## config.mk

```make
export PLATFORM = sky130hd
export DESIGN_NAME = spi_stepper_master_flat
export DESIGN_NICKNAME = d
export VERILOG_FILES = /design/src/rtl/spi_stepper_master_if.sv /design/src/rtl/spi_stepper_master.sv /design/src/flat_wrapper.sv
export SDC_FILE = /design/constraint.sdc
export NUM_CORES = 1
export LEC_CHECK = 0
export CAP_MARGIN = 30
export CELL_PAD_IN_SITES_DETAIL_PLACEMENT = 0
export CELL_PAD_IN_SITES_GLOBAL_PLACEMENT = 1
export CORE_UTILIZATION = 38
export CTS_CLUSTER_DIAMETER = 40
export DETAILED_ROUTE_END_ITERATION = 8
export PLACE_DENSITY = 0.79
export SYNTH_ARGS = -nofsm -noshare
export SYNTH_HDL_FRONTEND = slang
export SYNTH_SLANG_ARGS = --single-unit
```

## constraint.sdc

```tcl
create_clock -name clk -period 5.5 [get_ports clk]
set_input_delay 1.1 -clock clk [delete_from_list [all_inputs] [get_ports clk]]
set_output_delay 1.1 -clock clk [all_outputs]
set_load 0.005 [all_outputs]
```

## src/rtl/spi_stepper_master_if.sv

```systemverilog
// Bundles the handshake, byte-source and SPI pins of spi_stepper_master.
//   master : the SPI master (drives SSEL/SCK/MOSI, status, tx_idx, rx_*)
//   slave  : the user side (drives start/abort/tx_byte, and MISO on the wire)
interface spi_stepper_master_if;
  logic       start;
  logic       abort;
  logic       busy;
  logic       done;
  logic       aborted;
  logic [4:0] tx_idx;
  logic [7:0] tx_byte;
  logic [7:0] rx_byte;
  logic [4:0] rx_idx;
  logic       rx_valid;
  logic       SSEL;
  logic       SCK;
  logic       MOSI;
  logic       MISO;

  modport master (
    input  start, abort, tx_byte, MISO,
    output busy, done, aborted, tx_idx, rx_byte, rx_idx, rx_valid,
           SSEL, SCK, MOSI
  );

  modport slave (
    output start, abort, tx_byte, MISO,
    input  busy, done, aborted, tx_idx, rx_byte, rx_idx, rx_valid,
           SSEL, SCK, MOSI
  );
endinterface

```

## src/rtl/spi_stepper_master.sv

```systemverilog
// SPI mode-0 master for the stepper frame protocol: one fixed-length frame of
// NBYTES bytes (MSB first) per start request, SCK half-period DIV clk cycles,
// CSGAP half-periods of SSEL setup and hold.
// Ports:
//   clk     system clock
//   nRESET  synchronous active-low reset
//   bus     spi_stepper_master_if.master: start/abort/busy/done/aborted,
//           tx_idx/tx_byte byte source, rx_byte/rx_idx/rx_valid result,
//           SSEL/SCK/MOSI/MISO pins
module spi_stepper_master #(
  parameter int unsigned NBYTES = 20,
  parameter int unsigned DIV    = 8,
  parameter int unsigned CSGAP  = 2
) (
  input  logic                        clk,
  input  logic                        nRESET,
  spi_stepper_master_if.master        bus
);

  localparam int unsigned DW = $clog2(DIV);
  localparam int unsigned GW = (CSGAP > 1) ? $clog2(CSGAP) : 1;
  localparam logic [DW-1:0] DIV_LAST = DW'(DIV - 1);
  localparam logic [GW-1:0] GAP_LAST = GW'(CSGAP - 1);
  localparam logic [4:0]    IDX_LAST = 5'(NBYTES - 1);

  typedef enum logic [2:0] {
    S_IDLE, S_SETUP, S_HIGH, S_LOW, S_HOLD, S_DONE
  } state_t;

  state_t        r_state;
  logic [DW-1:0] r_div;
  logic [GW-1:0] r_gap;
  logic [2:0]    r_bit;
  logic [7:0]    r_tx;
  logic [7:0]    r_rx;
  logic          r_load;
  logic          r_ssel, r_sck, r_mosi;
  logic          r_busy, r_done, r_aborted, r_rx_valid;
  logic [4:0]    r_tx_idx, r_rx_idx;
  logic [7:0]    r_rx_byte;
  logic          w_tick;

  assign w_tick = (r_div == DIV_LAST);

  always_ff @(posedge clk) begin
    if (!nRESET) begin
      r_state    <= S_IDLE;
      r_div      <= '0;
      r_gap      <= '0;
      r_bit      <= '0;
      r_tx       <= '0;
      r_rx       <= '0;
      r_load     <= 1'b0;
      r_ssel     <= 1'b1;
      r_sck      <= 1'b0;
      r_mosi     <= 1'b0;
      r_busy     <= 1'b0;
      r_done     <= 1'b0;
      r_aborted  <= 1'b0;
      r_rx_valid <= 1'b0;
      r_tx_idx   <= '0;
      r_rx_idx   <= '0;
      r_rx_byte  <= '0;
    end else begin
      r_done     <= 1'b0;
      r_rx_valid <= 1'b0;
      if (r_state != S_IDLE)
        r_div <= w_tick ? '0 : r_div + 1'b1;

      unique case (r_state)
        S_IDLE: begin
          if (bus.start) begin
            r_state   <= S_SETUP;
            r_busy    <= 1'b1;
            r_ssel    <= 1'b0;
            r_aborted <= 1'b0;
            r_tx_idx  <= '0;
            r_tx      <= bus.tx_byte;
            r_mosi    <= bus.tx_byte[7];
            r_bit     <= '0;
            r_gap     <= '0;
          end
        end
        S_SETUP: begin
          if (w_tick) begin
            if (r_gap == GAP_LAST) begin
              r_gap   <= '0;
              r_sck   <= 1'b1;
              r_state <= S_HIGH;
            end else begin
              r_gap <= r_gap + 1'b1;
            end
          end
        end
        S_HIGH: begin
          if (w_tick) begin
            r_sck <= 1'b0;
            r_rx  <= {r_rx[6:0], bus.MISO};
            r_bit <= r_bit + 1'b1;
            if (r_bit != 3'd7) begin
              r_tx    <= {r_tx[6:0], 1'b0};
              r_mosi  <= r_tx[6];
              r_state <= S_LOW;
            end else begin
              r_rx_byte  <= {r_rx[6:0], bus.MISO};
              r_rx_idx   <= r_tx_idx;
              r_rx_valid <= 1'b1;
              if (r_tx_idx == IDX_LAST) begin
                r_gap   <= '0;
                r_state <= S_HOLD;
              end else begin
                // tx_byte is combinational on tx_idx, so the new byte is
                // picked up one cycle after the index advances.
                r_tx_idx <= r_tx_idx + 5'd1;
                r_load   <= 1'b1;
                r_state  <= S_LOW;
              end
            end
          end
        end
        S_LOW: begin
          if (r_load) begin
            r_load <= 1'b0;
            r_tx   <= bus.tx_byte;
            r_mosi <= bus.tx_byte[7];
          end
          if (w_tick) begin
            r_sck   <= 1'b1;
            r_state <= S_HIGH;
          end
        end
        S_HOLD: begin
          r_sck <= 1'b0;
          if (w_tick) begin
            if (r_gap == GAP_LAST) begin
              r_ssel  <= 1'b1;
              r_busy  <= 1'b0;
              r_done  <= 1'b1;
              r_state <= S_DONE;
            end else begin
              r_gap <= r_gap + 1'b1;
            end
          end
        end
        S_DONE: begin
          r_div    <= '0;
          r_tx_idx <= '0;
          r_state  <= S_IDLE;
        end
        default: r_state <= S_IDLE;
      endcase

      // Abort overrides the state transition above but leaves a coinciding
      // byte-complete strobe intact.
      if (bus.abort && (r_state == S_SETUP || r_state == S_HIGH || r_state == S_LOW)) begin
        r_state   <= S_HOLD;
        r_sck     <= 1'b0;
        r_aborted <= 1'b1;
        r_gap     <= '0;
        r_load    <= 1'b0;
      end
    end
  end

  assign bus.busy     = r_busy;
  assign bus.done     = r_done;
  assign bus.aborted  = r_aborted;
  assign bus.tx_idx   = r_tx_idx;
  assign bus.rx_byte  = r_rx_byte;
  assign bus.rx_idx   = r_rx_idx;
  assign bus.rx_valid = r_rx_valid;
  assign bus.SSEL     = r_ssel;
  assign bus.SCK      = r_sck;
  assign bus.MOSI     = r_mosi;

endmodule
```

## src/flat_wrapper.sv

```systemverilog
// flat-port wrapper written by rule: the top's interface ports become plain ports
module spi_stepper_master_flat 
#(
  parameter int unsigned NBYTES = 20,
  parameter int unsigned DIV    = 8,
  parameter int unsigned CSGAP  = 2
)
  (clk, nRESET, bus_start, bus_abort, bus_tx_byte, bus_MISO, bus_busy, bus_done, bus_aborted, bus_tx_idx, bus_rx_byte, bus_rx_idx, bus_rx_valid, bus_SSEL, bus_SCK, bus_MOSI);
  spi_stepper_master_if bus_i ();
  input  logic clk;
  input  logic nRESET;
  input wire logic [$bits(bus_i.start)-1:0] bus_start;
  input wire logic [$bits(bus_i.abort)-1:0] bus_abort;
  input wire logic [$bits(bus_i.tx_byte)-1:0] bus_tx_byte;
  input wire logic [$bits(bus_i.MISO)-1:0] bus_MISO;
  output wire logic [$bits(bus_i.busy)-1:0] bus_busy;
  output wire logic [$bits(bus_i.done)-1:0] bus_done;
  output wire logic [$bits(bus_i.aborted)-1:0] bus_aborted;
  output wire logic [$bits(bus_i.tx_idx)-1:0] bus_tx_idx;
  output wire logic [$bits(bus_i.rx_byte)-1:0] bus_rx_byte;
  output wire logic [$bits(bus_i.rx_idx)-1:0] bus_rx_idx;
  output wire logic [$bits(bus_i.rx_valid)-1:0] bus_rx_valid;
  output wire logic [$bits(bus_i.SSEL)-1:0] bus_SSEL;
  output wire logic [$bits(bus_i.SCK)-1:0] bus_SCK;
  output wire logic [$bits(bus_i.MOSI)-1:0] bus_MOSI;
  assign bus_i.start = bus_start;
  assign bus_i.abort = bus_abort;
  assign bus_i.tx_byte = bus_tx_byte;
  assign bus_i.MISO = bus_MISO;
  assign bus_busy = bus_i.busy;
  assign bus_done = bus_i.done;
  assign bus_aborted = bus_i.aborted;
  assign bus_tx_idx = bus_i.tx_idx;
  assign bus_rx_byte = bus_i.rx_byte;
  assign bus_rx_idx = bus_i.rx_idx;
  assign bus_rx_valid = bus_i.rx_valid;
  assign bus_SSEL = bus_i.SSEL;
  assign bus_SCK = bus_i.SCK;
  assign bus_MOSI = bus_i.MOSI;
  spi_stepper_master #(.NBYTES(NBYTES), .DIV(DIV), .CSGAP(CSGAP)) u_core (.clk(clk), .nRESET(nRESET), .bus(bus_i));
endmodule
```

# Yosys cells after proc, flatten, opt, wreduce, memory -nomap -nowiden
# Cells that the tools add are included.
dict set report totals {
  reg_bits 50
  in_bits 13
  output_inout_bits 25
  wordCells 138
}
dict set report classes {
  add_sub_neg 4
  eq_ne 27
  mux 57
  n_bitwise 2
  reduce_logical 30
}
# operator count
set op_table {}
lappend op_table {{two-way mux 3 bit} 13}
lappend op_table {{two-way mux 7 bit} 4}
lappend op_table {{two-way mux 1 bit} 26}
lappend op_table {{case mux 7 bit (3 select lines)} 1}
lappend op_table {{AND reduction 7 bit} 3}
lappend op_table {{two-way mux 5 bit} 4}
lappend op_table {{inequality test 2 x 1 -> 1 bit (second input constant)} 9}
lappend op_table {{inequality test 3 x 2 -> 1 bit (second input constant)} 5}
lappend op_table {{case mux 3 bit (5 select lines)} 1}
lappend op_table {{case mux 5 bit (3 select lines)} 1}
lappend op_table {{AND reduction 5 bit} 3}
lappend op_table {{AND reduction 3 bit} 4}
lappend op_table {{nonzero test 2 bit} 5}
lappend op_table {{== test 3 bit (second input constant)} 3}
lappend op_table {{nonzero test 3 bit} 3}
lappend op_table {{case mux 1 bit (4 select lines)} 2}
lappend op_table {{AND reduction 4 bit} 2}
lappend op_table {{nonzero test 4 bit} 2}
lappend op_table {{adder 3 x 1 -> 3 bit (second input constant)} 2}
lappend op_table {{== test 3 x 2 -> 1 bit (second input constant)} 2}
lappend op_table {{inequality test 2 bit (second input constant)} 3}
lappend op_table {{inequality test 3 x 1 -> 1 bit (second input constant)} 2}
lappend op_table {{case mux 1 bit (2 select lines)} 3}
lappend op_table {{case mux 3 bit (2 select lines)} 1}
lappend op_table {{other kinds (12)} 16}

# Logic depth before layout (Yosys ltp)
# Gate-level depths: netlist of the first run.
dict set report logic_depth {
  ltp_word 6
  ltp_mapped 8
  ltp_nobuf 6
}

# Worst setup path before layout of the first run
# OpenSTA, ideal clock, no wires.
dict set report synth_timing {
  path_kind {input-to-reg}
  startpoint {input bus_start}
  endpoint {register u_core.r_tx_idx[3] (netlist: u_core.bus.tx_idx[3])}
  setup_ns 0.072
  t_arrival_ns 2.098
  t_required_ns 5.428
  slack_ns 3.330
  stages 5
  n_path_buf 1
  path_cell_list {or3b_1 a21o_1 buf_2 a21oi_1 mux2i_1}
}
dict set report synth_between {
  elab_chain_cells 2
}
# item line_no
set synth_rtl {}
lappend synth_rtl {{start, declared} flat_wrapper.sv:12} ;# input wire logic [$bits(bus_i.start)-1:0] bus_start;
lappend synth_rtl {{inequality test 2 bit (no line)} --}
lappend synth_rtl {{AND reduction 5 bit (no line)} --}
lappend synth_rtl {{end signal, assigned} spi_stepper_master.sv:114} ;# r_tx_idx <= r_tx_idx + 5'd1;
lappend synth_rtl {{end, declared} spi_stepper_master.sv:39} ;# logic [4:0] r_tx_idx, r_rx_idx;
# No other way between the ends.
# A chain may end at the register's enable or synchronous reset.

# Final worst setup path of the first run
dict set report layout_timing {
  startpoint {input bus_start}
  endpoint {register u_core.r_tx[5]}
}
dict set report layout_between {
  elab_chain_cells 2
}
# item line_no
set layout_rtl {}
lappend layout_rtl {{inequality test 2 bit (no line)} --}
lappend layout_rtl {{AND reduction 5 bit (no line)} --}
lappend layout_rtl {{end signal, assigned} spi_stepper_master.sv:78} ;# r_tx <= bus.tx_byte;
lappend layout_rtl {{end signal, assigned} spi_stepper_master.sv:101} ;# r_tx <= {r_tx[6:0], 1'b0};
lappend layout_rtl {{end signal, assigned} spi_stepper_master.sv:124} ;# r_tx <= bus.tx_byte;
lappend layout_rtl {{end, declared} spi_stepper_master.sv:34} ;# logic [7:0] r_tx;
# No other way between the ends.

==> out/qor.tcl, run 1 <==
set qor(status) {finished, final reports clean}
set qor(antenna_found_initial) 0
set qor(r2r_depth) 4
set qor(globalRoute.totalOverflow) 0
set qor(synthXorXnorAreaFrac_pct) 0
set qor(h-tree-depth) 2
set qor(post-route-drc-count) 0
set qor(die_h_um) 81.1
set qor(cp_slowest_cell) {sky130_fd_sc_hd__clkdlybuf4s50_1}
set qor(worstPathArrival_ns) 2.86
set qor(grtUsageMet2_pct) 27.1
set qor(cts_setup_buffers) 0
set qor(clockRootBuffer) {sky130_fd_sc_hd__clkbuf_8}
set qor(worst_hold_path_type) {flip-flop to flip-flop}
set qor(mappedNetlistNets) 294
set qor(tritoncts) {done}
set qor(synth_top_family_by_area) {simple AND/OR/NAND/NOR gates}
set qor(pre_cts_slack_ns) 2.56
set qor(cts_repair_resize_count) 0
set qor(worst-endpoint-required_ns) 5.72
set qor(seq_area_frac_synth_pct) 42.1
set qor(crit_cells) 5
set qor(max_slew.worst_pin.slew_ns) 0.998
set qor(grt_max_degree) 42
set qor(compound_gate_portion_of_the_synthesized_area_pct) 19.5
set qor(seq_cells_post_synth) 50
set qor(floorplan.core_area_mm2) 0.00599
set qor(grt.total_usage_pct) 16.6
set qor(rows) 28
set qor(asyncSetResetFlopFracSynth_pct) 0
set qor(placement.cell_area_mm2) 0.00273
set qor(antenna_fix_cells) 0
set qor(detail_route.first_pass.iterations) 4
set qor(synth_cells) 276
set qor(final_period_minus_worst_setup_slack_ns) 2.65
set qor(timing_max_transition_violations_final) 0
set qor(route.final.wire_length_um) 4990
set qor(cts-root-to-sink-buffers) 2
set qor(setup_viol) 0
set qor(grt_setup_unrepaired) {no}
set qor(floorplan.initialDensity_pct) 39.7
set qor(floorplan.die_area_mm2) 0.00657
set qor(post-route-cell-area_mm2) 0.00282
set qor(critPathKind) {input port to flip-flop}
set qor(ant_nets) 0
set qor(avgRoutedWirePerCell_um) 13.3
set qor(power.ir.vdd_worst_mv) 0.113
set qor(synth_enable_flop_cells) 0
set qor(grt_util_met3_pct) 3.82
set qor(post_synth_mux_area_share_pct) 8.53
set qor(cts_sinks) 50
set qor(max_clock_freq_mhz) 378
set qor(worstPathMaxFanout) 16
set qor(buffer_ports.inserted) 37
set qor(cts_made_buffers) 5
set qor(synthSimpleGateAreaFrac_pct) 21.6
set qor(post_synth_adder_cell_area_pct) 2.63
set qor(finalCritPeriodShare_pct) 48.1
set qor(cellLeakagePower_nw) 0.979
set qor(via_count) 1978
set qor(synth-warning-count) 0
set qor(timing.critical_path.from_type) {input port}
set qor(crit_buf_inv) 1
set qor(die-width_um) 81.1
set qor(ys_types) 45
set qor(grt_pass1_vias) 1813
set qor(hold_violations) 0
set qor(weighted_congestion_reported_at_the_end_of_routability_driven_placement) 0.755
set qor(grt_busiest_layer) {met2}
set qor(layout-area-overhead-vs-synth_pct) 18.5
set qor(worst_path_dominant_cell_family) {compound AO/OA/AOI/OAI gates}
set qor(clock_insertion_delay_worst_skew_ns) 0.30
set qor(synthesis.area_mm2) 0.00238
set qor(grt_use_met1_pct) 21.7
set qor(finalWorstSetupSlack_ns) 2.85
set qor(postSynthAreaPerCell_um2) 8.61
set qor(dominantRegCellSynth) {sky130_fd_sc_hd__dfxtp_1}
set qor(fin_nets) 319
set qor(power_density_mw_per_mm2) 308
set qor(place.detailed.hpwl_um) 3320
set qor(cts.reportedPaths.clkPinSlew_ns) 0.09
set qor(io_pins) 38
set qor(final_layout_size_suffix_gt1_share_pct) 5.65
set qor(cp_slowest_stage_delay_ns) 0.65
set qor(timing.clock.skew_ns) 0.00516
set qor(detail_route.iter0.violations) 84
set qor(detail_route.vias_per_cell) 5.26
set qor(total_of_max_cap_violations) 0
set qor(critical_path.cell_chain) {clkdlybuf4s50_1 > nand2b_1 > a311oi_4 > nor2_1 > a211oi_1}
set qor(whs_path_depth) 2
set qor(element_type_at_the_critical_path_end) {flip-flop}
set qor(final.setup.tns_ns) 0
set qor(grt_first_pass_wirelength_um) 8470
set qor(relSlewSlack_pct) 33.4
set qor(hold_buffers) 0
==> registers in the layout, indices dropped and copies added (netlist names) <==
| signal | count |
|---|---|
| u_core.r_gap | 1 |
| u_core.r_rx | 7 |
| u_core.bus.busy | 1 |
| u_core.bus.SSEL | 1 |
| u_core.r_bit | 3 |
| u_core.r_div | 3 |
| u_core.bus.tx_idx | 5 |
| u_core.bus.MOSI | 1 |
| u_core.bus.done | 1 |
| u_core.bus.rx_idx | 5 |
| u_core.r_tx | 7 |
| u_core.r_load | 1 |
| u_core.bus.aborted | 1 |
| u_core.bus.rx_valid | 1 |
| u_core.bus.SCK | 1 |
| u_core.bus.rx_byte | 8 |
| u_core.r_state | 3 |
==> Yosys cell counts (all sizes together), types with 2 or more instances <==
master   n  area share, %
nand2   35            5.5
nor2    33            5.2
and4bb   2            1.1
nand3b   2           0.63
a211oi   8            2.7
inv      5           0.79
mux2     2           0.95
a22oi    3           0.95
nor3b    2           0.84
nor2b    4            1.1
o22a     2           0.74
dfxtp   50             42
nand2b   6            1.6
nand4    2           0.53
buf     14            3.9
a21oi   33            7.1
o21a     2           0.63
o21ai    8            1.7
clkbuf   6           0.95
a21boi   2           0.63
a21o     5            1.6
mux2i   18            7.6
or3      3           0.79
nand3    8            1.7
and3     2           0.53
and2     2           0.53
ha       5            2.6
==> stage by stage <==
step	utilization, %	power [mW]	hold WS [ns]	std cells
after global placement	45.6	0.658	0.444	369
after CTS	47.0	0.878	0.457	376
final	47.0	0.868	0.454	376
after detailed placement	45.6	0.664	0.443	369
after global routing	47.0	0.924	0.484	376
after floorplan	-	0.617	0.431	276
==> final cells by class <==
class	count	area, um2
Inverter	5	18.8
Timing Repair Buffer	38	378
Fill cell	620	3180
Tap cell	75	93.8
Multi-Input combinational cell	201	1240
Clock inverter	2	13.8
Sequential cell	50	1000
Clock buffer	5	68.8
==> report_power, final <==
| group | total [mW] | internal [mW] | leakage, nW | switching, mW |
|---|---|---|---|---|
| Sequential | 0.443 | 0.395 | 0.406 | 0.0482 |
| Clock | 0.213 | 0.0882 | 0.0444 | 0.125 |
| Combinational | 0.212 | 0.102 | 0.528 | 0.109 |
==> worst min-delay path, cell delays in order, from the launching register on <==
cell	delay [ns]
sky130_fd_sc_hd__dfxtp_1	0.32
sky130_fd_sc_hd__nand2_1	0.05
sky130_fd_sc_hd__a21oi_1	0.05
==> cells in the final DEF, fill, tap and decap left out, types with 2 or more instances in the layout <==
cell type,n
sky130_fd_sc_hd__nand3b_1,2
sky130_fd_sc_hd__o21a_1,2
sky130_fd_sc_hd__and2_1,2
sky130_fd_sc_hd__mux2_2,2
sky130_fd_sc_hd__a21oi_1,32
sky130_fd_sc_hd__inv_1,5
sky130_fd_sc_hd__nand2b_1,6
sky130_fd_sc_hd__nand3_1,8
sky130_fd_sc_hd__nor2_1,33
sky130_fd_sc_hd__a22oi_1,3
sky130_fd_sc_hd__nor2b_1,4
sky130_fd_sc_hd__ha_1,5
sky130_fd_sc_hd__or3_1,3
sky130_fd_sc_hd__nand2_1,35
sky130_fd_sc_hd__a21o_1,5
sky130_fd_sc_hd__a211oi_1,7
sky130_fd_sc_hd__and4bb_2,2
sky130_fd_sc_hd__mux2i_1,18
sky130_fd_sc_hd__clkdlybuf4s50_1,37
sky130_fd_sc_hd__and3_1,2
sky130_fd_sc_hd__clkbuf_8,5
sky130_fd_sc_hd__o22a_1,2
sky130_fd_sc_hd__o21ai_0,8
sky130_fd_sc_hd__nand4_1,2
sky130_fd_sc_hd__dfxtp_1,50
==> final timing paths <==
path         slack, ns              start                    end
max reg2reg       3.15  u_core.r_state[2]          u_core.r_load
min reg2reg       0.45     u_core.r_rx[6]  u_core.bus.rx_byte[7]
min               0.45     u_core.r_rx[6]  u_core.bus.rx_byte[7]
max               2.85          bus_start         u_core.r_tx[5]
==> cells by family after synthesis <==
group / count (synthesis)
AOI/OAI and AO/OA: 70
and+or+nand+nor: 106
adders and majority gates: 5
buffers and inverters: 25
DFF: 50
muxes: 20
==> per-layer routing <==
layer	share of wire [%]	wire length (um)
met2	46	2300
met5	0	0
met4	0.96	48
met3	2.6	129
met1	50	2510
No activity file was read; power rests on OpenSTA's default activity.
==> run 2, diff against run 1 <==
Settings changed: CORE_UTILIZATION 38 to 36, PLACE_DENSITY 0.79 to 0.78.
Clock period 5.5 ns to 2.17 ns, I/O delays scaled along.
==> run 2 against run 1 <==
Effect of this change:
- setup slack lost 2.6 ns
- via count grew 1.6%
- final area grew 6.9%
- largest power group unchanged
- routed wire length shrank 3.1%
- register-to-register slack lost 2.9 ns
- hold slack gained 0.0044 ns
- core utilization grew 0.40 points
- combinational power grew to 3.0 times the previous value
- critical path type is now flip-flop to flip-flop
- first-iteration DRC count grew 25%
==> out/qor.tcl, run 2 (synthesis results as in run 1) <==
set qor(min_to) {u_core.bus.rx_byte[6]}
set qor(worstPathArrival_ns) 2.14 ;# -0.72 ns
set qor(final_period_minus_worst_setup_slack_ns) 1.89
set qor(timing.clock.skew_ns) 0.00655 ;# +0.00138 ns
set qor(post-route-drc-count) 0 ;# unchanged
set qor(die_h_um) 83.2 ;# +2.7%
set qor(cts.reportedPaths.clkPinSlew_ns) 0.10 ;# about the same
set qor(grt_pass1_vias) 1849 ;# +2.0%
set qor(flip_flop_count_of_the_largest_register_after_layout) 8 ;# unchanged
set qor(mostFrequentLayoutCells) {sky130_fd_sc_hd__dfxtp_1 (50), sky130_fd_sc_hd__clkdlybuf4s50_1 (37), sky130_fd_sc_hd__nand2_1 (35), sky130_fd_sc_hd__nor2_1 (33), sky130_fd_sc_hd__a21oi_1 (32)}
set qor(cts-root-to-sink-buffers) 2 ;# unchanged
set qor(place.detailed.hpwl_um) 3450 ;# +3.8%
set qor(avgRoutedWirePerCell_um) 12.1 ;# -8.5%
set qor(buffer_ports.inserted) 37 ;# unchanged
set qor(die-width_um) 83.2 ;# +2.7%
set qor(globalRoute.totalOverflow) 0 ;# unchanged
set qor(critPathKind) {flip-flop to flip-flop}
set qor(grt_max_degree) 28 ;# -33%
set qor(placement.cell_area_mm2) 0.00289 ;# +5.8%
set qor(relSlewSlack_pct) 44.9 ;# +11 points
set qor(timing_max_transition_violations_final) 0 ;# unchanged
set qor(status) {finished, final reports clean}
set qor(ant_nets) 0 ;# unchanged
set qor(r2r_depth) 4 ;# unchanged
set qor(element_type_at_the_critical_path_end) {flip-flop}
set qor(timing.critical_path.from_type) {flip-flop}
set qor(critical_path.cell_chain) {nor2_1 > nand4b_1 > a21oi_1 > mux2i_1}
set qor(worst-endpoint-required_ns) 2.42 ;# -3.30 ns
set qor(cellLeakagePower_nw) 1.09 ;# +12%
set qor(layout.cells.most_common) {sky130_fd_sc_hd__dfxtp_1}
set qor(setup.reg_to_reg.worst_slack_ns) 0.28 ;# -2.87 ns
set qor(final_layout_size_suffix_gt1_share_pct) 11.8 ;# +6.2 points
set qor(hold_buffers) 0 ;# unchanged
set qor(grt_setup_unrepaired) {no}
set qor(final.hold.worst_slack_ns) 0.458 ;# +0.00444 ns
set qor(max_slew.worst_pin.slew_ns) 0.826 ;# -0.172 ns
set qor(crit_buf_inv) 0 ;# -1
set qor(total_of_max_cap_violations) 0 ;# unchanged
set qor(power.ir.vdd_worst_mv) 0.530 ;# +370%
set qor(cts_made_buffers) 5 ;# unchanged
set qor(fill_cell_count) 622 ;# +0.32%
set qor(rows) 29 ;# +3.6%
set qor(hold_start) {u_core.bus.rx_byte[6]}
set qor(worstPathMaxFanout) 26 ;# +10
set qor(max_clock_freq_mhz) 528
set qor(detail_route.first_pass.iterations) 4 ;# unchanged
set qor(final.setup.tns_ns) 0 ;# unchanged
set qor(whs_path_depth) 2 ;# unchanged
set qor(route.final.wire_length_um) 4830 ;# -3.1%
set qor(floorplan.core_area_mm2) 0.00635 ;# +6.0%
set qor(antenna_found_initial) 0 ;# unchanged
set qor(timing.rr.end) {u_core.bus.tx_idx[4]}
set qor(hold_violations) 0 ;# unchanged
set qor(power_density_mw_per_mm2) 807 ;# +160%
set qor(finish.utilization_pct) 47.4 ;# +0.40 points
set qor(layout-area-overhead-vs-synth_pct) 26.6
set qor(h-tree-depth) 2 ;# unchanged
set qor(detail_route.vias_per_cell) 5.05 ;# -4.0%
set qor(antenna_fix_cells) 0 ;# unchanged
set qor(clock_insertion_delay_worst_skew_ns) 0.31 ;# about the same
set qor(cts_sinks) 50 ;# unchanged
set qor(floorplan.die_area_mm2) 0.00693 ;# +5.4%
set qor(tritoncts) {done}
set qor(grt.total_usage_pct) 14.9 ;# -1.7 points
set qor(io_pins) 38 ;# unchanged
set qor(fin_nets) 338 ;# +6.0%
set qor(finalCritPeriodShare_pct) 87.3
set qor(critical_path.startpoint) {u_core.r_state[2]}
set qor(worst_hold_path_type) {flip-flop to flip-flop}
set qor(setup_viol) 0 ;# unchanged
set qor(clockRootBuffer) {sky130_fd_sc_hd__clkbuf_8}
set qor(via_count) 2009 ;# +1.6%
set qor(grt_first_pass_wirelength_um) 8490 ;# +0.24%
set qor(cp_slowest_stage_delay_ns) 0.58 ;# -0.07 ns
set qor(detail_route.iter0.violations) 105 ;# +25%
set qor(cp_slowest_cell) {sky130_fd_sc_hd__dfxtp_1}
set qor(post-route-cell-area_mm2) 0.00301 ;# +6.9%
set qor(floorplan.initialDensity_pct) 37.4 ;# -2.2 points
set qor(worst_path_dominant_cell_family) {simple AND/OR/NAND/NOR gates}
set qor(weighted_congestion_reported_at_the_end_of_routability_driven_placement) 0.740 ;# -2.0%
set qor(r2r-start) {u_core.r_state[2]}
set qor(power.total_mw) 2.43 ;# +180%
[run 2: where the power goes]
part	internal (mW)	switching, mW
Clock	0.352	0.329
Combinational	0.332	0.314
Sequential	1.00	0.100
[run 2: area by class of cell]
| class | count | area, um2 | area share (%) |
|---|---|---|---|
| multi-input cells | 201 | 1240 | 41.3 |
| flip-flops and latches | 50 | 1000 | 33.3 |
| repair buffers | 57 | 533 | 17.7 |
| well taps | 77 | 96.3 | 3.20 |
| clock buffers | 5 | 68.8 | 2.29 |
| clock inverters | 3 | 47.5 | 1.58 |
| inverters | 5 | 18.8 | 0.624 |
[run 2: metrics by stage]
stage | worst slack (ns) | std cells
6_report | 0.276 | 398
4_1_cts | 0.175 | 398
2_1_floorplan | 0.348 | 276
5_1_grt | 0.125 | 398
3_3_place_gp | 0.0368 | 390
3_5_place_dp | 0.0241 | 390
[run 2: worst min-delay path, cell delays in order (launching register included)]
cell	delay (ns)
sky130_fd_sc_hd__dfxtp_1	0.32
sky130_fd_sc_hd__nand2_1	0.05
sky130_fd_sc_hd__a21oi_1	0.05
[run 2: repair_timing]
item,in CTS,in global routing
buffers inserted,0,0
hold endpoints to repair,0,0
gates resized for setup,0,1
setup endpoints to repair,0,2
[run 2: worst max-delay path by stage]
stage | end | slack, ns | cells after the start
3_5_place_dp | u_core.bus.tx_idx[4] | 0.02 | 5
6_report | u_core.bus.tx_idx[4] | 0.28 | 4
3_3_place_gp | u_core.bus.tx_idx[4] | 0.04 | 5
5_1_grt | u_core.bus.tx_idx[4] | 0.12 | 6
4_1_cts | u_core.bus.tx_idx[4] | 0.18 | 6
2_1_floorplan | u_core.bus.MOSI | 0.35 | 7
[run 2: routing by layer]
metal | global-route usage, % | vias to the layer above | routed length (um)
met1 | 19.7 | 918 | 2390
met4 | 4.70 | 0 | 60
met2 | 23.9 | 35 | 2200
li1 | - | 1051 | -
met3 | 3.58 | 5 | 191
met5 | 0 | - | 0
==> run 3, diff against run 2 <==
Settings changed: CELL_PAD_IN_SITES_DETAIL_PLACEMENT 0 to unset, CELL_PAD_IN_SITES_GLOBAL_PLACEMENT 1 to unset, CORE_UTILIZATION 36 to 38, PLACE_DENSITY 0.78 to 0.65.
Clock period 2.17 ns to 1.61 ns, I/O delays scaled along.
==> run 3 against run 2 <==
Effect of this change:
- the flow now finishes with violations (setup timing)
- clock-buffer cell count up 2
- sequential share of layout area shrank 3.4 points
- sequential cell count unchanged
- largest cell class unchanged
- largest power group unchanged
- highest routed layer unchanged
==> out/qor.tcl, run 3 (synthesis results as in run 1) <==
set qor(power.ir.vdd_worst_mv) 0.538 ;# +1.4%
set qor(crit_buf_inv) 1 ;# +1
set qor(placement.cell_area_mm2) 0.00316 ;# +9.2%
set qor(cts_made_buffers) 5 ;# unchanged
set qor(pre_cts_slack_ns) -0.438 ;# -0.462 ns
set qor(critical_path.startpoint) {u_core.r_bit[0]}
set qor(critical_path.cell_chain) {ha_4 > ha_4 > nand3b_1 > a311oi_4 > buf_12 > nor2_1 > a211oi_1}
set qor(fin_nets) 370 ;# +9.5%
set qor(clock_insertion_delay_worst_skew_ns) 0.30 ;# about the same
set qor(clockRootBuffer) {sky130_fd_sc_hd__clkbuf_8}
set qor(layout-area-overhead-vs-synth_pct) 43.0
set qor(timing_max_transition_violations_final) 0 ;# unchanged
set qor(antenna_fix_cells) 0 ;# unchanged
set qor(final_period_minus_worst_setup_slack_ns) 1.69 ;# -0.206 ns
set qor(cp_slowest_cell) {sky130_fd_sc_hd__dfxtp_2}
set qor(p_sw_share_pct) 29.9 ;# -0.72 points
set qor(antenna_found_initial) 0 ;# unchanged
set qor(total_of_max_cap_violations) 0 ;# unchanged
set qor(globalRoute.totalOverflow) 0 ;# unchanged
set qor(status) {finished, violations left}
set qor(rows) 28 ;# -3.4%
set qor(power_density_mw_per_mm2) 1010 ;# +25%
set qor(floorplan.die_area_mm2) 0.00657 ;# -5.1%
set qor(setup_viol) 10 ;# +10
set qor(finalCritPeriodShare_pct) 105 ;# +18 points
set qor(h-tree-depth) 2 ;# unchanged
set qor(power.total_mw) 3.44 ;# +42%
set qor(avgRoutedWirePerCell_um) 12.7 ;# +4.2%
set qor(grt.total_usage_pct) 17.4 ;# +2.5 points
set qor(detail_route.first_pass.iterations) 4 ;# unchanged
set qor(grt_util_met3_pct) 2.70 ;# -0.88 points
set qor(critPathKind) {flip-flop to flip-flop}
set qor(grt_pass1_vias) 1948 ;# +5.4%
set qor(via_count) 2161 ;# +7.6%
set qor(fill_cell_count) 561 ;# -9.8%
set qor(final.hold.worst_slack_ns) 0.460 ;# +0.00171 ns
set qor(hold_violations) 0 ;# unchanged
set qor(r2r-start) {u_core.r_bit[0]}
set qor(failed_checks) {setup timing}
set qor(detail_route.vias_per_cell) 5.05 ;# about the same
set qor(flip_flop_count_of_the_largest_register_after_layout) 8 ;# unchanged
set qor(grt_first_pass_wirelength_um) 8870 ;# +4.4%
set qor(tritoncts) {done}
set qor(worstPathMaxFanout) 16 ;# -38%
set qor(grtUsageMet2_pct) 29.6 ;# +5.7 points
set qor(grt_busiest_layer) {met2}
set qor(hold_buffers) 0 ;# unchanged
set qor(seqPwrFrac_pct) 42.4 ;# -3.0 points
set qor(grt_setup_unrepaired) {yes}
set qor(grt_max_degree) 18 ;# -36%
set qor(die-width_um) 81.1 ;# -2.6%
set qor(cp_slowest_stage_delay_ns) 0.35 ;# -0.23 ns
set qor(post-route-cell-area_mm2) 0.00340 ;# +13%
set qor(p_clk_share_pct) 25.5 ;# -2.5 points
set qor(detail_route.iter0.violations) 83 ;# -21%
set qor(io_pins) 38 ;# unchanged
set qor(floorplan.core_area_mm2) 0.00599 ;# -5.7%
set qor(max_slew.worst_pin.slew_ns) 0.348 ;# -0.478 ns
set qor(relSlewSlack_pct) 76.6 ;# +32 points
set qor(post-route-drc-count) 0 ;# unchanged
set qor(place.detailed.hpwl_um) 3830 ;# +11%
set qor(finalWorstSetupSlack_ns) -0.0788 ;# -0.354 ns
set qor(route.final.wire_length_um) 5420 ;# +12%
set qor(setup.reg_to_reg.worst_slack_ns) -0.08 ;# -0.35 ns
set qor(cts_sinks) 50 ;# unchanged
set qor(timing.critical_path.from_type) {flip-flop}
set qor(die_h_um) 81.1 ;# -2.6%
set qor(max_clock_freq_mhz) 592 ;# +12%
set qor(worstPathArrival_ns) 1.91 ;# -0.23 ns
set qor(worst_path_dominant_cell_family) {compound AO/OA/AOI/OAI gates}
set qor(cts-root-to-sink-buffers) 2 ;# unchanged
set qor(power.net_switching_mw) 1.03 ;# +38%
set qor(buffer_ports.inserted) 37 ;# unchanged
set qor(grt_use_met1_pct) 22.4 ;# +2.7 points
set qor(cts.reportedPaths.clkPinSlew_ns) 0.09 ;# about the same
set qor(worst-endpoint-required_ns) 1.83 ;# -0.59 ns
set qor(ant_nets) 0 ;# unchanged
set qor(worst_hold_path_type) {flip-flop to flip-flop}
set qor(floorplan.initialDensity_pct) 39.7 ;# +2.2 points
set qor(internal_power_mw) 2.41 ;# +43%
set qor(final_layout_size_suffix_gt1_share_pct) 27.2 ;# +15 points
set qor(layout.cells.most_common) {sky130_fd_sc_hd__buf_4}
set qor(element_type_at_the_critical_path_end) {flip-flop}
set qor(hold_start) {u_core.bus.rx_idx[4]}
set qor(cellLeakagePower_nw) 1.35 ;# +24%
set qor(combPwrFrac_pct) 32.1 ;# +5.5 points
set qor(critical_path.most_common_cell) {sky130_fd_sc_hd__ha_4}
set qor(mostFrequentLayoutCells) {sky130_fd_sc_hd__buf_4 (46), sky130_fd_sc_hd__dfxtp_1 (39), sky130_fd_sc_hd__nand2_1 (34), sky130_fd_sc_hd__nor2_1 (32), sky130_fd_sc_hd__clkdlybuf4s50_1 (31)}
set qor(timing.clock.skew_ns) 0.00633 ;# -0.000218 ns
set qor(weighted_congestion_reported_at_the_end_of_routability_driven_placement) 0.822 ;# +11%
[run 3: changes by cell type in the layout (fill, tap and decap cells not counted), sizes merged]
| cell | previous run | this run |
|---|---|---|
| buf | 20 | 52 |
| clkbuf | 5 | 7 |
| clkdlybuf4s50 | 37 | 31 |
| dlygate4sd2 | 0 | 1 |
| dlymetal6s2s | 0 | 5 |
| inv | 7 | 5 |
[run 3: worst paths after layout]
path	endpoint	cells after the start
min	u_core.bus.rx_idx[4]	2
max	u_core.r_tx[3]	7
max reg2reg	u_core.r_tx[3]	7
min reg2reg	u_core.bus.rx_idx[4]	2
[run 3: power groups by stage]
stage	registers, mW	logic (mW)	clock network, mW
after CTS	1.45	1.06	0.909
after detailed placement	1.48	1.05	0
after global placement	1.48	1.04	0
final	1.46	1.10	0.876
after global routing	1.48	1.21	0.961
after floorplan	1.45	0.681	0
[run 3: timing repair]
action,in CTS,in global routing
pin swaps,1,8
cloned,0,0
setup buffers,1,3
setup endpoints to repair,16,27
gates resized for setup,6,31
[run 3: stage by stage]
stage	TNS, ns	cells	util, %
2_1_floorplan	-0.0736	276	-
3_3_place_gp	-4.65	416	52.7
3_5_place_dp	-4.73	416	52.7
4_1_cts	-0.578	425	54.7
5_1_grt	-1.58	428	56.7
6_report	-0.511	428	56.7
[run 3: layout make-up]
class | instances | area, um2 | share of cell area (%)
clock buffer | 7 | 76.3 | 2.25
multi-input combinational | 201 | 1360 | 40.0
clock inverter | 1 | 30.0 | 0.884
inverter | 5 | 18.8 | 0.552
tap | 75 | 93.8 | 2.76
sequential | 50 | 1010 | 29.9
timing repair buffer | 89 | 803 | 23.6
[run 3: worst register-to-register path, cell delays in order, from the launching register on]
cell and delay [ns]:
sky130_fd_sc_hd__dfxtp_2 0.35, sky130_fd_sc_hd__ha_4 0.16, sky130_fd_sc_hd__ha_4 0.17, sky130_fd_sc_hd__nand3b_1 0.20, sky130_fd_sc_hd__a311oi_4 0.32, sky130_fd_sc_hd__buf_12 0.18
sky130_fd_sc_hd__nor2_1 0.05, sky130_fd_sc_hd__a211oi_1 0.19
[run 3: per-layer routing]
layer	wire (um)	share of wire (%)	up-vias
met5	0	0	-
met4	90	1.7	0
met3	138	2.5	9
met2	2580	48	35
met1	2600	48	996
li1	-	-	1121
